**src/rtl/div_pkg.sv**
```systemverilog
// div_pkg: shared constants and word types for the pulse-swallow divider
package div_pkg;

    localparam int P_MIN       = 2;
    localparam int DEF_WIDTH   = 6;
    localparam int DEF_S_WIDTH = 3;

    typedef logic [DEF_WIDTH-1:0]   p_word_t;
    typedef logic [DEF_S_WIDTH-1:0] s_word_t;

endpackage

```
**src/rtl/duty_gen.sv**
```systemverilog
// duty_gen: near-50% Fout from a registered compare of the P down-counter
module duty_gen
    import div_pkg::*;
#(
    parameter int WIDTH = DEF_WIDTH
) (
    input  logic             clk,
    input  logic             rst,
    input  logic             load,
    input  logic [WIDTH-1:0] cnt,
    input  logic [WIDTH-1:0] p_lat,
    output logic             fout
);

    // high from the load cycle until the counter falls to half the period
    always_ff @(posedge clk)
        fout <= rst ? 1'b0 : (load | (cnt > (p_lat >> 1)));

endmodule

```
**src/rtl/p_counter.sv**
```systemverilog
// p_counter: program counter of a pulse-swallow divider; P_COUNTER_DUTY50_EN selects near-50% Fout
module p_counter
    import div_pkg::*;
#(
    parameter int WIDTH   = DEF_WIDTH,
    parameter int S_WIDTH = DEF_S_WIDTH
) (
    input  logic               Fin,
    input  logic               rst,
    input  logic [WIDTH-1:0]   Pi,
    input  logic [S_WIDTH-1:0] Si,
    output logic               LDo,
    output logic [S_WIDTH-1:0] So,
    output logic               Fout,
    output logic               cfg_err
);

    logic [WIDTH-1:0] cnt;
    logic [WIDTH-1:0] p_eff;
    logic             load;

    assign load  = (cnt == '0);
    assign p_eff = (Pi < WIDTH'(P_MIN)) ? WIDTH'(P_MIN) : Pi;

    // count down; at terminal count reload from the sampled words and pulse LDo
    always_ff @(posedge Fin) begin
        if (rst) begin
            cnt     <= '0;
            LDo     <= 1'b0;
            So      <= '0;
            cfg_err <= 1'b0;
        end else if (load) begin
            cnt     <= p_eff - 1'b1;
            LDo     <= 1'b1;
            So      <= Si;
            cfg_err <= cfg_err | (Pi < WIDTH'(P_MIN)) | (int'(Si) >= int'(p_eff));
        end else begin
            cnt     <= cnt - 1'b1;
            LDo     <= 1'b0;
        end
    end

`ifdef P_COUNTER_DUTY50_EN
    logic [WIDTH-1:0] p_lat;

    // hold the running period's P so the duty threshold never changes mid-period
    always_ff @(posedge Fin)
        p_lat <= rst ? WIDTH'(P_MIN) : (load ? p_eff : p_lat);

    duty_gen #(.WIDTH(WIDTH)) u_duty (
        .clk   (Fin),
        .rst   (rst),
        .load  (load),
        .cnt   (cnt),
        .p_lat (p_lat),
        .fout  (Fout)
    );
`else
    assign Fout = LDo;
`endif

endmodule

```
**config.mk**
```make
export PLATFORM = sky130hd
export DESIGN_NAME = p_counter
export DESIGN_NICKNAME = d
export VERILOG_FILES = /design/src/rtl/div_pkg.sv /design/src/rtl/duty_gen.sv /design/src/rtl/p_counter.sv
export SDC_FILE = /design/constraint.sdc
export NUM_CORES = 1
export LEC_CHECK = 0
export ABC_AREA = 1
export CAP_MARGIN = 25
export CORE_AREA = 2 2 39 41
export CTS_CLUSTER_SIZE = 28
export DETAILED_ROUTE_END_ITERATION = 16
export DIE_AREA = 0 0 41 43
export PLACE_DENSITY = 0.89
export RECOVER_POWER = 25
export SETUP_SLACK_MARGIN = 0.02
export SLEW_MARGIN = 10
export SYNTH_ARGS = -nofsm -noshare
export SYNTH_HDL_FRONTEND = slang
export SYNTH_SLANG_ARGS = --single-unit
```
**constraint.sdc**
```tcl
create_clock -name Fin -period 2.6 [get_ports Fin]
set_clock_uncertainty 0.2 [all_clocks]
set_input_delay 0.39 -clock Fin [delete_from_list [all_inputs] [get_ports Fin]]
set_output_delay 0.39 -clock Fin [all_outputs]
set_load 0.03 [all_outputs]
```
==> metrics <==
Final Non-Filler Cells about 130; GR Layer Usage met1 a little under a quarter; Synth Register Bits 11; M2 GR Usage between 20% and 30%; Vias/cell approximately 4.7; Critical Path Source Type flop; Port Buffers 16; initial antenna violation count 0; reg2reg start cnt[3]; Worst VDD drop between 0.4 and 0.5 mV; top cells by area, synth dfxtp_1 (35%), nand2_1 (14%), inv_1 (10%), ha_1 (7.9%), nor2_1 (5.3%); Tot GR Track Use ~18%; Die Area roughly 1800 µm²; largest net degree at the start of global routing 9; Ys Warns 0; final core utilization 58.8%; Die Y roughly 43 µm; CTS tree done; WP data required roughly 2.6 ns; share of cells above drive strength 1 between 10 and 15%; RR Endpoint cnt[4]; Synth top area share 34.9%; syn nets 108; sequential area share after synthesis approximately a third; drc violations 0; slowest stage delay, CP between 0.4 and 0.5 ns; Initial Util around 46%; final RePlAce weighted congestion around 0.74; DR vias about 600; Final #Nets around 130; hold depth 2; Max Root-Sink Buffers 2; total grt overflow 0; critical path, cell by cell nor2_1, nand2_2, nor2_1, nand2_2, nand2_2, ha_1, nand3_1, nor2_1, nand2_1, nand2_1, nor2_1; Post-CTS Hold Buffers 0; placed cell count 123; switching power 421 µW; most frequent cells in the layout nand2_1 (23), inv_1 (17), clkdlybuf4s50_1 (16); Synth area leader dfxtp_1; post-route minimum period around 2.2 ns; Total Power between 900 and 1000 µW; unrepaired setup endpoints after global routing no; Setup TNS 0 ns; worst reg-to-reg path cell count 11; DRT antenna net count 0; met3 Usage GRT 3.66%; Core Rows 14; Max Clock Freq 0.465 GHz; most used routing layer met2; drt pass-1 iters 4; Cell Area, Synth roughly 630 µm²; run status finished clean; # clock sinks 11; Sequential Power Share 28.9%; max_cap viols 0; Worst Tran Pin Value 0.541 ns; clock network fraction of design power 12.9%; crit-path max FO 8; cell internal pwr slightly below 500 µW; setup bufs post-CTS 0; Mapped Avg Cell Area around 6.8 µm²; Sw Share between 40% and 50%; most common cell after layout, fill and taps aside nand2_1; combinational group share of total power between 50 and 60%; CP startpoint cnt[3]; slowest CP cell nor2_1; WS Path Type reg2reg; clk root buf clkbuf_4; Routed wire per std cell between 9 and 10 µm; Detailed Place HPWL between 1000 and 1500 µm; Hold Violations, Final 0; Worst EP arrival about 2.1 ns; Power Dens Cells about 1100 nW/µm²; vias in the first global route between 500 and 600; setup violators final 0; number of distinct library cells after synthesis 17; Final Routed Wirelength 1270 µm; Worst setup EP type flop; first-pass GRT wire length roughly 2100 µm; fin. max-slew vios 0; TritonCTS Buffers 3; core area 1380 µm²; max_slew headroom between 60% and 70%; Hold Crit Class reg2reg; clk_lat worst skew ~0.27 ns; Synth Instances 93; Worst-path clk slew around 0.070 ns; Worst Setup EP cnt[4]; Layout area overhead 28.7%; Lkg Pwr ~0.0004 µW; H-tree depth 1; post-cts resize count 0; # IOs 17; die span in x 41 µm; crit-path most repeated cell nor2_1; worst reg2reg setup slack ~0.45 ns; Final period util between 80% and 90%; diode count 0; Iteration-0 DRC Markers 12
flip-flops by register name, summed over array words and instances (netlist names):
register  flops
cfg_err       1
Fout          1
So            3
cnt           6
worst min-delay path by stage:
stage,to,slack [ns],start
2_1_floorplan,So[1],0.33,Si[1]
3_3_place_gp,cfg_err,0.24,cfg_err
3_5_place_dp,cfg_err,0.26,cfg_err
4_1_cts,cfg_err,0.27,cfg_err
5_1_grt,cfg_err,0.30,cfg_err
6_report,cfg_err,0.26,cfg_err
power groups by stage:
stage	Clock, µW	Sequential [µW]	Combinational, µW
finish	118	265	532
floorplan	0	314	366
detailed placement	0	270	548
CTS	121	267	549
global placement	0	267	526
global route	133	272	601
cell usage after synthesis (all sizes together):
cell and count:
a21oi 7, o21bai 1, o21ai 3, ha 4, a21o 1, nand2 26, nor2 13, buf 2
nand4 1, dfxtp 11, nand3 6, inv 18
cell families (layout without fill, tap and decap cells):
group	Yosys count	in the layout	synth area share [%]
buffers and inverters	20	38	13.1
adders and majority gates	4	4	7.92
AOI/OAI and AO/OA	12	12	11.7
and+or+nand+nor	46	46	32.5
DFF	11	11	34.9
stage by stage:
| step | worst slack [ns] | hold WS (ns) | cell area, µm² |
|---|---|---|---|
| 6_report | 0.448 | 0.262 | 813 |
| 5_1_grt | 0.224 | 0.300 | 813 |
| 4_1_cts | 0.501 | 0.269 | 823 |
| 3_5_place_dp | 0.223 | 0.259 | 797 |
| 3_3_place_gp | 0.263 | 0.239 | 797 |
| 2_1_floorplan | 0.810 | 0.331 | 632 |
per-layer routing:
layer,routed length [µm],up-vias
li1,-,320
met1,588,257
met2,586,13
met3,61,5
met4,28,0
met5,0,-
worst max-delay path: cells and delay by family, from the launching register on:
| kind | cells | cell delay (ns) |
|---|---|---|
| adders and majority gates | 1 | 0.17 |
| DFF | 1 | 0.31 |
| and+or+nand+nor | 10 | 1.36 |
area by class of cell:
cell class,count,area [µm²]
clock buffer,4,26.3
inverter,18,67.6
tap,16,20.0
timing repair buffer,16,160
sequential,11,220
fill,136,571
multi-input combinational,62,319
Note: power is estimated with default switching activity, not from simulation.
